==> config.mk <==
export PLATFORM = sky130hd
export DESIGN_NAME = mux8_rr_arbiter
export DESIGN_NICKNAME = d
export VERILOG_FILES = /design/src/rtl/mux8_rr_arbiter.sv
export SDC_FILE = /design/constraint.sdc
export NUM_CORES = 1
export LEC_CHECK = 0
export CELL_PAD_IN_SITES_DETAIL_PLACEMENT = 2
export CELL_PAD_IN_SITES_GLOBAL_PLACEMENT = 2
export CORE_UTILIZATION = 35
export CTS_BUF_LIST = sky130_fd_sc_hd__clkbuf_4 sky130_fd_sc_hd__clkbuf_8 sky130_fd_sc_hd__clkbuf_16
export CTS_CLUSTER_DIAMETER = 150
export DETAILED_ROUTE_END_ITERATION = 10
export PLACE_DENSITY_LB_ADDON = 0.1
export REMOVE_ABC_BUFFERS = 1
export SLEW_MARGIN = 20
export SYNTH_ARGS = -nofsm -noshare
export SYNTH_HDL_FRONTEND = slang
export SYNTH_SLANG_ARGS = --single-unit
==> constraint.sdc <==
create_clock -name clk -period 6 [get_ports clk]
set_clock_uncertainty 0.1 [all_clocks]
set_input_delay 0.6 -clock clk [delete_from_list [all_inputs] [get_ports clk]]
set_output_delay 0.6 -clock clk [all_outputs]
set_load 0.05 [all_outputs]
==> src/rtl/mux8_rr_arbiter.sv <==
// Round-robin scheduler sharing one 8:1 single-bit mux between 8 requesters.
// Streams up to MAX_BURST beats per grant to a ready/valid sink, then rotates priority.

module mux8to1 (
  input  logic [7:0] d,
  input  logic [2:0] s,
  output logic       y
);
  assign y = d[s];
endmodule

module mux8_rr_arbiter #(
  parameter int unsigned MAX_BURST = 4
) (
  input  logic       clk,
  input  logic       rst,
  input  logic [7:0] req,
  input  logic [7:0] din,
  input  logic       out_ready,
  output logic [7:0] gnt,
  output logic [2:0] sel,
  output logic       y,
  output logic       y_valid,
  output logic       busy
);

  localparam int unsigned BW = (MAX_BURST > 1) ? $clog2(MAX_BURST) : 1;

  typedef enum logic {IDLE, GRANT} state_t;

  state_t          state_q, state_d;
  logic [2:0]      ptr_q, ptr_d;
  logic [7:0]      gnt_q, gnt_d;
  logic [2:0]      sel_q, sel_d;
  logic [BW-1:0]   beat_q, beat_d;

  logic            mux_y;
  logic            granted;
  logic            xfer;
  logic            last_beat;
  logic [2:0]      base;
  logic [2:0]      idx;
  logic            found;
  logic [2:0]      win;

  mux8to1 u_mux (
    .d (din),
    .s (sel_q),
    .y (mux_y)
  );

  assign granted   = (state_q == GRANT);
  assign y_valid   = granted & req[sel_q];
  assign y         = granted & mux_y;
  assign xfer      = y_valid & out_ready;
  assign last_beat = (beat_q == BW'(MAX_BURST - 1));
  assign gnt       = gnt_q;
  assign sel       = sel_q;
  assign busy      = granted;

  // Winner search; on release the search starts just past the outgoing owner
  always_comb begin
    base  = granted ? (sel_q + 3'd1) : ptr_q;
    found = 1'b0;
    win   = base;
    idx   = base;
    for (int i = 0; i < 8; i++) begin
      idx = base + 3'(i);
      if (!found && req[idx]) begin
        found = 1'b1;
        win   = idx;
      end
    end
  end

  // Next-state logic
  always_comb begin
    state_d = state_q;
    ptr_d   = ptr_q;
    gnt_d   = gnt_q;
    sel_d   = sel_q;
    beat_d  = beat_q;
    case (state_q)
      IDLE: begin
        if (found) begin
          state_d = GRANT;
          gnt_d   = 8'h01 << win;
          sel_d   = win;
          beat_d  = '0;
        end
      end
      GRANT: begin
        if (!req[sel_q] || (xfer && last_beat)) begin
          ptr_d  = sel_q + 3'd1;
          beat_d = '0;
          if (found) begin
            gnt_d = 8'h01 << win;
            sel_d = win;
          end else begin
            state_d = IDLE;
            gnt_d   = 8'h00;
          end
        end else if (xfer) begin
          beat_d = beat_q + BW'(1);
        end
      end
      default: state_d = IDLE;
    endcase
  end

  always_ff @(posedge clk) begin
    if (rst) begin
      state_q <= IDLE;
      ptr_q   <= 3'd0;
      gnt_q   <= 8'h00;
      sel_q   <= 3'd0;
      beat_q  <= '0;
    end else begin
      state_q <= state_d;
      ptr_q   <= ptr_d;
      gnt_q   <= gnt_d;
      sel_q   <= sel_d;
      beat_q  <= beat_d;
    end
  end

endmodule
Yosys cells after proc, flatten, opt, wreduce, memory -nomap -nowiden:

Cells that the tools add are included.

* add/sub/neg operators: 9
* order comparisons: 9
* equality and inequality tests: 4
* shift operators: 1
* multiplexer cells: 50
* bitwise gates (word level): 4
* reduce and logical (&&, ||, !) cells: 20

Operators with widths (count)
* $lt A3 B4 Y1 const B: 9
* $bmux W1 S3: 10
* $mux W3: 10
* $mux W8: 3
* $mux W1: 20
* $pmux W8 S2: 1
* $add A3 B3 Y3 const B: 4
* $logic_and A1 B1 Y1: 8
* $logic_not A1 Y1: 8
* $shl A1 B3 Y8 const A: 1
* $add A3 B1 Y3 const B: 2
* $add A3 B2 Y3 const B: 2
* $mux W2: 3
* $pmux W3 S2: 1
* $reduce_and A2 Y1: 3
* $pmux W2 S2: 1
* $and A1 B1 Y1: 3
* $ne A3 B1 Y1 const B: 1
* $add A2 B1 Y2 const B: 1
* $eq A2 B2 Y1 const B: 1
* $ne A2 B1 Y1 const B: 1
* $ne A2 B2 Y1 const B: 1
* $pmux W1 S2: 1
* $logic_or A1 B1 Y1: 1
* $not A1 Y1: 1

* register bits: 17
* input bits: 19
* output and inout port bits: 14
* logic and storage cells: 102

Logic depth before layout (Yosys ltp):

Gate-level depths: netlist of run 1.

* word-level depth: 30
* gate-level depth with buffers: 14
* mapped depth without buffers: 13

By module:

Synthesis of run 1 repeated with hierarchy kept, for this count alone.

* cells, all modules: 229
* area total of the unflattened synthesis: 1896.8 sq um

By module, submodules not included
* mux8_rr_arbiter: times used 1, cells an instance 226, area an instance 1833.0 sq um, sequential area each 340.3 sq um
* mux8to1: times used 1, cells an instance 3, area an instance 63.8 sq um, sequential area each 0.0 sq um

Worst setup path after synthesis of run 1:

Ideal clock, no wire load.

* path kind: flip-flop to flip-flop
* from: register sel_q[1] (netlist: sel[1])
* to: register gnt_q[4] (netlist: gnt[4])
* setup time: 0.117 ns
* arrival time: 4.183 ns
* data required time: 5.783 ns
* setup slack: 1.600 ns
* stages on the path, launching flop included: 14
* buffers on the path: 1
* clock period less this slack: 4.400 ns
* cell sequence: dfxtp_1 ha_1 mux2i_1 inv_2 ha_1 a211oi_1 or2_1 buf_6 mux4_2 a21oi_4 a32oi_1 a221oi_4 inv_2 a32o_1

* word-level cells in the longest chain between the ends: 30
* elaborated cells between the ends (all ways): 69
* classes of those cells: add/sub (8); eq/ne (2); shift (1); mux (38); bitwise (2); reduce/logical (18)

Ends and longest elaborated chain
* start: declaration: RTL line 34 `logic [2:0] sel_q, sel_d;`
* start signal: assignment: RTL line 122 `sel_q <= sel_d;`
* branches (longest 30 deep; another with $add A3 B1 Y3)
* end signal: assignment: RTL line 121 `gnt_q <= gnt_d;`
* end: declaration: RTL line 33 `logic [7:0] gnt_q, gnt_d;`

Several ways; the timed one is not identified. The select of a mux whose other input is x is not followed.
A chain may end at the register's enable or synchronous reset.

Worst setup path after layout of run 1:

* from: register sel_q[0] (netlist: sel[0])
* to: register gnt_q[7] (netlist: gnt[7])

Same word-level chain as after synthesis.

==> results.json, run 1 <==
{
  "cp.buffers_inverters": 2,
  "synth_area_per_cell_um2": 8.78,
  "postCtsSetupBuffers": 0,
  "layout_min_cycle_time_ns": 4.92,
  "ir_drop_v": 0.000192,
  "cts_hold_repair.buffers": 0,
  "viasPerCell": 6.27,
  "firstDrtPassIters": 4,
  "critPathMaxStageDelay_ns": 0.68,
  "crit_fanout": 17,
  "drive_gt1_frac": 0.144,
  "worstPathArrival_ns": 4.97,
  "routed.top_layer": "met4",
  "leakagePower_nw": 0.825,
  "wl_met2_um": 3310,
  "gp_congestion": 0.833,
  "dp_hpwl_um": 5470,
  "seq_power_share": 0.140,
  "r2r_setup_slack_ns": 1.08,
  "grt_pass1_vias": 2155,
  "grt_overflow": 0,
  "via_count": 2005,
  "finalHoldViolCount": 0,
  "cts.sinks": 17,
  "cap_violations": 0,
  "synth_seq_cells": 17,
  "design.core.area_mm2": 0.00520,
  "cp_common_cell": "ha_1",
  "ys_top_cells_by_count": "nand2_1, nor2_1, dfxtp_1",
  "wl_per_cell_um": 21.3,
  "synth_area_leaders": "dfxtp_1, mux4_2, mux2i_1",
  "synth-compound-area-share": 0.275,
  "tns_ns": 0,
  "whs_ns": 0.373,
  "clk_pin_slew_ns": 0.07,
  "comb_power_share": 0.788,
  "p_switching_mw": 0.715,
  "wl_um": 6830,
  "ctsResizeCount": 0,
  "fillers": 580,
  "cts.path.max_buffers": 2,
  "nets": 274,
  "synth_mux_area_frac": 0.232,
  "die_h_um": 76.1,
  "met1Wirelength_um": 3160,
  "hp-class": "reg -> reg",
  "synth-simple-area-share": 0.229,
  "p_per_area_mw_per_mm2": 558,
  "antenna_found_initial": 0,
  "yosys.area_share.xor_xnor": 0.0273,
  "worstMarginPinSlew_ns": 0.983,
  "fin_crit_sh": 0.820,
  "die_w_um": 76.1,
  "grt_pass1_wl_um": 11500,
  "io_buffers": 32,
  "yosysSeqAreaShare": 0.177,
  "placed_area_mm2": 0.00230,
  "synth_flop_cell": "dfxtp_1",
  "finish.utilization": 0.452,
  "power_mw": 1.31,
  "area_growth_pct": 22.3,
  "synthArstFlopShare": 0,
  "num_rows": 26,
  "critical_path_required_ns": 6.05,
  "antenna_left": 0,
  "fmax_ghz": 0.203,
  "finalSetupViolCount": 0,
  "ys_warn_count": 0,
  "first_iter_violations": 102,
  "synth_cell_types": 56,
  "synth_top_family_by_area": "compound AO/OA/AOI/OAI gates",
  "path_cells": "ha_1, mux2i_1, buf_4, inv_2, ha_1, a211oi_1, or2_1, mux4_2, a21o_1, o31ai_2, nor4_1, a32o_1",
  "die-area_mm2": 0.00579,
  "synth-adder-area-share": 0.0260,
  "drv_slew": 0,
  "max-slew-margin-rel": 0.343,
  "cts_tree": "yes",
  "drc_errors": 0,
  "path_delay_family": "compound AO/OA/AOI/OAI gates",
  "synth-edff-count": 0,
  "ios": 33,
  "cp-start-kind": "flip-flop",
  "synth_top_area_share": 0.177,
  "endpoint_kind": "flip-flop",
  "htreeDepth": 1,
  "clkPwrFrac": 0.072,
  "cts-root-buf": "clkbuf_8",
  "rsz0062_at_grt": "false",
  "cts_buffers": 3,
  "syn_area_mm2": 0.00192,
  "fin_area_mm2": 0.00235,
  "wl_met3_um": 213,
  "status": "completed",
  "initial_utilization": 0.369,
  "p_sw_frac": 0.545,
  "grt_start_max_net_pins": 18,
  "grtUsageTotal": 0.251,
  "p_int_mw": 0.597,
  "postSynthCellCount": 219,
  "cp_slowest_cell": "mux4_2",
  "synth_top_cell_by_area": "dfxtp_1",
  "antenna_cells": 0,
  "critical_path_class": "reg -> reg",
  "worst_skew_pair.late_latency_ns": 0.26
}
==> power by group through the flow <==
stage	Sequential [mW]	Combinational (mW)	Clock, mW
2_1_floorplan	0.267	0.667	0
3_3_place_gp	0.185	0.998	0
3_5_place_dp	0.187	1.02	0
4_1_cts	0.185	1.03	0.0981
5_1_grt	0.189	1.11	0.102
6_report	0.184	1.03	0.0940
==> layer usage <==
layer	global-route usage	up-vias
li1	-	927
met1	0.332	1023
met2	0.429	42
met3	0.0287	13
met4	0.0731	0
met5	0	-
==> final timing paths <==
check	start	endpoint	cells past startpoint
hold / removal	beat_q[1]$_SDFFE_PP0P_	beat_q[1]$_SDFFE_PP0P_	2
setup / recovery	sel[0]$_SDFFE_PP0P_	gnt[7]$_SDFFE_PP0P_	12
setup reg to reg	sel[0]$_SDFFE_PP0P_	gnt[7]$_SDFFE_PP0P_	12
hold reg to reg	beat_q[1]$_SDFFE_PP0P_	beat_q[1]$_SDFFE_PP0P_	2
==> flip-flops by register name (all words and copies together) (netlist names) <==
register  count
gnt           8
ptr_q         3
sel           3
beat_q        2
busy          1
==> placed cells by master (no fill, tap or decap), types with 3 or more instances in the layout <==
cell type,netlist,final
a32o_1,4,4
a21oi_1,12,12
o2bb2ai_1,5,5
and3_1,4,4
dfxtp_1,17,17
inv_2,3,3
mux2i_1,12,12
nor2b_1,3,3
nand2b_1,5,5
clkbuf_8,0,3
and2_1,6,6
nand3_1,9,9
mux4_2,12,12
mux2_2,5,5
nor2_1,20,20
xnor2_1,6,6
a211oi_1,4,4
o21ai_0,5,5
ha_1,4,4
o211ai_1,9,9
inv_1,4,4
or3_1,4,4
nand2_1,20,20
clkdlybuf4s50_1,0,32
==> layout make-up <==
cell class	count	area (um2)	area share
Clock buffer	4	48.8	0.0208
Multi-Input combinational cell	189	1520	0.647
Sequential cell	17	340	0.145
Inverter	7	26.3	0.0112
Tap cell	70	87.6	0.0373
Timing Repair Buffer	33	328	0.139
==> tightest hold or removal path, stage by stage, from the launching register on <==
cell	delay (ns)
dfxtp_1	0.32
nand2_1	0.05
a21oi_1	0.05
==> logic make-up after synthesis <==
group,Yosys count
buf+inv,13
flops,17
fa+ha+maj,4
compound gates,64
xor+xnor,6
mux,29
simple gates,86
==> stage by stage <==
step | setup WS, ns | std cells
global placement | 1.32 | 316
floorplan | 1.04 | 213
detailed placement | 1.15 | 316
finish | 1.08 | 320
global route | 0.787 | 320
CTS | 1.06 | 320
(Power assumes the default switching activity.)
==> run 2, diff against run 1 <==
- CORE_UTILIZATION: 35 -> 29
- clock period: 6 -> 4 ns (I/O delays scaled with it)
==> results.json, run 2 (same netlist as run 1, synthesis figures left out) <==
{
  "status": "completed",
  "r2r-start": "sel[0]$_SDFFE_PP0P_",
  "antenna_left": 0,
  "hp-class": "reg -> reg",
  "design.core.area_mm2": 0.00639,
  "min_to": "gnt[2]$_SDFFE_PP0P_",
  "power_mw": 2.07,
  "antenna_found_initial": 0,
  "htreeDepth": 1,
  "layout_min_cycle_time_ns": 3.78,
  "grt_pass1_vias": 2032,
  "p_per_area_mw_per_mm2": 840,
  "fmax_ghz": 0.264,
  "cts-root-buf": "clkbuf_8",
  "drv_slew": 0,
  "die_w_um": 83.4,
  "placed_area_mm2": 0.00239,
  "cp-start-kind": "flip-flop",
  "grt_overflow": 0,
  "max-slew-margin-rel": 0.632,
  "wl_per_cell_um": 20.0,
  "nets": 287,
  "drc_errors": 0,
  "grt_start_max_net_pins": 17,
  "cts.sinks": 17,
  "drive_gt1_frac": 0.194,
  "r2r_setup_slack_ns": 0.22,
  "grtUsageTotal": 0.206,
  "stdcell_count": 340,
  "cts_hold_repair.buffers": 0,
  "cts_buffers": 3,
  "final_common_cell": "clkdlybuf4s50_1",
  "via_count": 1989,
  "fillers": 749,
  "ff_latch_area_um2": 340,
  "dp_hpwl_um": 5430,
  "clk_pin_slew_ns": 0.07,
  "whs_ns": 0.367,
  "largest_register_ff_count": 8,
  "ios": 33,
  "firstDrtPassIters": 4,
  "fin_crit_sh": 0.945,
  "critical_path_class": "reg -> reg",
  "viasPerCell": 5.85,
  "gp_congestion": 0.865,
  "worstPathArrival_ns": 3.83,
  "die-area_mm2": 0.00696,
  "tns_ns": 0,
  "die_h_um": 83.4,
  "setup_ws_ns": 0.219,
  "worstMarginPinSlew_ns": 0.550,
  "cts_tree": "yes",
  "num_rows": 29,
  "multiInputGateArea_mm2": 0.00153,
  "worst_skew_pair.late_latency_ns": 0.25,
  "wl_um": 6810,
  "initial_utilization": 0.301,
  "ff2ff_path_depth": 12,
  "ir_drop_v": 0.000361,
  "first_iter_violations": 61,
  "hold_start": "gnt[2]$_SDFFE_PP0P_",
  "area_growth_pct": 28.2,
  "grt_pass1_wl_um": 11400,
  "dp.cells": 334,
  "finish.utilization": 0.386,
  "min_path_cells": 1,
  "pre_cts_ws_ns": 0.161,
  "finalSetupViolCount": 0,
  "cts.path.max_buffers": 2,
  "r2r-end": "gnt[4]$_SDFFE_PP0P_",
  "io_buffers": 32,
  "fin_area_mm2": 0.00246,
  "critical_path_required_ns": 4.04,
  "crit_fanout": 8,
  "mostFrequentLayoutCells": "clkdlybuf4s50_1, nor2_1, nand2_1",
  "leakagePower_nw": 0.891,
  "cap_violations": 0,
  "endpoint_kind": "flip-flop",
  "finalHoldViolCount": 0,
  "antenna_cells": 0
}
run 2: cell count changes in the layout (fill, tap and decap cells not counted), sizes merged:
cell,delta
clkinv,+1
clkbuf,-1
buf,+13
run 2: worst max-delay path: stages (launching register included):
cell	delay [ns]
dfxtp_1	0.33
ha_1	0.34
mux2i_1	0.24
inv_2	0.06
ha_1	0.21
a211oi_1	0.24
or2_1	0.26
mux4_2	0.66
a2111oi_4	0.34
o221ai_1	0.20
a22oi_1	0.31
nor4_2	0.13
a32o_1	0.26
run 2: area by class of cell:
class / count / area share
multi-input combinational: 189 / 0.621
timing repair buffer: 46 / 0.173
sequential: 17 / 0.138
tap: 77 / 0.0391
clock buffer: 3 / 0.0168
inverter: 7 / 0.0107
clock inverter: 1 / 0.00203
run 2: timing repair:
action	4_1_cts	5_1_grt
buffers inserted	0	2
gates resized for setup	0	3
setup endpoints to repair	0	7
run 2: worst max path at each step:
stage                        startpoint                   to  slack [ns]  cells past startpoint
CTS                 sel[0]$_SDFFE_PP0P_  gnt[4]$_SDFFE_PP0P_        0.15                     14
floorplan           sel[0]$_SDFFE_PP0P_  gnt[4]$_SDFFE_PP0P_       -0.96                     12
detailed placement  sel[0]$_SDFFE_PP0P_  gnt[4]$_SDFFE_PP0P_        0.16                     14
finish              sel[0]$_SDFFE_PP0P_  gnt[4]$_SDFFE_PP0P_        0.22                     12
global placement    sel[1]$_SDFFE_PP0P_  gnt[6]$_SDFFE_PP0P_        0.25                     14
global route        sel[0]$_SDFFE_PP0P_  gnt[6]$_SDFFE_PP0P_       -0.01                     14
run 2: report_power, final:
group          switching, mW  internal, mW  total, mW  leakage (nW)
Sequential            0.0358         0.219      0.254         0.139
Clock                 0.0584        0.0691      0.127        0.0255
Combinational          0.992         0.695       1.69         0.726
Total                   1.09         0.982       2.07         0.891
run 2: metal layers:
| layer | track usage | part of all wire | vias to the layer above |
|---|---|---|---|
| met3 | 0.0308 | 0.026 | 4 |
| met5 | 0 | 0 | - |
| met2 | 0.320 | 0.46 | 36 |
| met4 | 0.0251 | 0.0065 | 0 |
| li1 | - | - | 947 |
| met1 | 0.307 | 0.50 | 1002 |
==> run 3, diff against run 2 <==
- CORE_ASPECT_RATIO: default -> 0.8
- PLACE_DENSITY: default -> 0.79
- PLACE_DENSITY_LB_ADDON: 0.1 -> default
==> results.json, run 3 (same netlist as run 1, synthesis figures left out) <==
{
  "crit_fanout": 6,
  "antenna_cells": 0,
  "leakagePower_nw": 0.912,
  "grt_pass1_vias": 2117,
  "drc_errors": 0,
  "p_per_area_mw_per_mm2": 864,
  "mostFrequentLayoutCells": "clkdlybuf4s50_1, nor2_1, nand2_1",
  "cap_violations": 0,
  "antenna_found_initial": 0,
  "io_buffers": 32,
  "wl_per_cell_um": 23.0,
  "critPathMaxStageDelay_ns": 0.41,
  "cts_hold_repair.buffers": 0,
  "grt_overflow": 0,
  "via_count": 2096,
  "dp_hpwl_um": 5780,
  "drv_slew": 0,
  "fmax_ghz": 0.250,
  "hp-class": "reg -> reg",
  "path_cells": "ha_1, mux2i_1, inv_2, ha_1, o211a_1, or2_1, buf_4, o211ai_1, buf_4, nand4b_1, o31ai_2, buf_4, nor2_1, a211oi_1",
  "dp.cells": 342,
  "nets": 290,
  "final_common_cell": "clkdlybuf4s50_1",
  "path_delay_family": "compound AO/OA/AOI/OAI gates",
  "stdcell_count": 350,
  "firstDrtPassIters": 4,
  "cts_tree": "yes",
  "fin_crit_sh": 0.999,
  "num_rows": 26,
  "ios": 33,
  "htreeDepth": 1,
  "die-area_mm2": 0.00696,
  "cp.buffers_inverters": 4,
  "wl_um": 8040,
  "area_growth_pct": 30.9,
  "max-slew-margin-rel": 0.593,
  "layout_min_cycle_time_ns": 4.00,
  "worstPathArrival_ns": 4.03,
  "cts.sinks": 17,
  "cp_common_cell": "buf_4",
  "cp-start-kind": "flip-flop",
  "grtUsageTotal": 0.214,
  "pre_cts_ws_ns": 0.0244,
  "antenna_left": 0,
  "ir_drop_v": 0.000260,
  "status": "completed",
  "finalSetupViolCount": 0,
  "initial_utilization": 0.300,
  "design.core.area_mm2": 0.00641,
  "cp_slowest_cell": "o211ai_1",
  "whs_ns": 0.362,
  "power_mw": 2.17,
  "worst_skew_pair.late_latency_ns": 0.25,
  "critical_path_required_ns": 4.04,
  "die_w_um": 93.0,
  "critical_path_class": "reg -> reg",
  "drive_gt1_frac": 0.214,
  "grt_start_max_net_pins": 17,
  "clk_pin_slew_ns": 0.07,
  "tns_ns": 0,
  "setup_ws_ns": 0.00435,
  "largest_register_ff_count": 8,
  "cts_buffers": 3,
  "cts-root-buf": "clkbuf_8",
  "endpoint_kind": "flip-flop",
  "viasPerCell": 5.99,
  "finalHoldViolCount": 0,
  "grt_pass1_wl_um": 11400,
  "cts.path.max_buffers": 2,
  "first_iter_violations": 134,
  "die_h_um": 74.8,
  "gp_congestion": 0.878,
  "worstMarginPinSlew_ns": 0.611
}
-- run 3: timing repair --
action / CTS / global route
gates resized for setup: 1 / 5
setup endpoints to repair: 3 / 10
pin swaps: 0 / 3
buffers inserted: 0 / 4
-- run 3: worst reg2reg max path: stages (launching register included) --
cell and delay, ns:
dfxtp_1 0.34, ha_1 0.34, mux2i_1 0.28, inv_2 0.07, ha_1 0.25, o211a_1 0.21, or2_1 0.30, buf_4 0.18
o211ai_1 0.41, buf_4 0.21, nand4b_1 0.18, o31ai_2 0.36, buf_4 0.23, nor2_1 0.08, a211oi_1 0.33
-- run 3: report_power, final --
part / internal, mW / total, mW / switching, mW
Sequential: 0.219 / 0.259 / 0.0399
Combinational: 0.703 / 1.78 / 1.08
Clock: 0.0691 / 0.130 / 0.0613
-- run 3: final timing paths --
path | startpoint | to | slack, ns | cells past startpoint
worst max-delay path | sel[0]$_SDFFE_PP0P_ | sel[0]$_SDFFE_PP0P_ | 0.004 | 14
worst min-delay path | beat_q[1]$_SDFFE_PP0P_ | beat_q[1]$_SDFFE_PP0P_ | 0.36 | 2
worst max register to register | sel[0]$_SDFFE_PP0P_ | sel[0]$_SDFFE_PP0P_ | 0.004 | 14
worst min register to register | beat_q[1]$_SDFFE_PP0P_ | beat_q[1]$_SDFFE_PP0P_ | 0.36 | 2
-- run 3: cell type report --
class                   count  area [um2]
fillers                   712        3890
multi-input cells         189        1550
repair buffers             49         448
flip-flops and latches     17         340
well taps                  84         105
clock buffers               3        41.3
inverters                   7        26.3
clock inverters             1        5.00
-- run 3: metal layers --
metal | wire, um | up-vias | global-route usage | share of wire
met4 | 62 | 0 | 0.0342 | 0.0077
met5 | 0 | - | 0 | 0
met3 | 404 | 6 | 0.0303 | 0.050
met1 | 3630 | 1066 | 0.310 | 0.45
met2 | 3940 | 68 | 0.346 | 0.49
li1 | - | 956 | - | -
-- run 3: metrics by stage --
| step | utilization | instance area (um2) |
|---|---|---|
| CTS | 0.384 | 2460 |
| floorplan | - | 1890 |
| finish | 0.392 | 2510 |
| global route | 0.392 | 2510 |
| global placement | 0.376 | 2410 |
| detailed placement | 0.376 | 2410 |
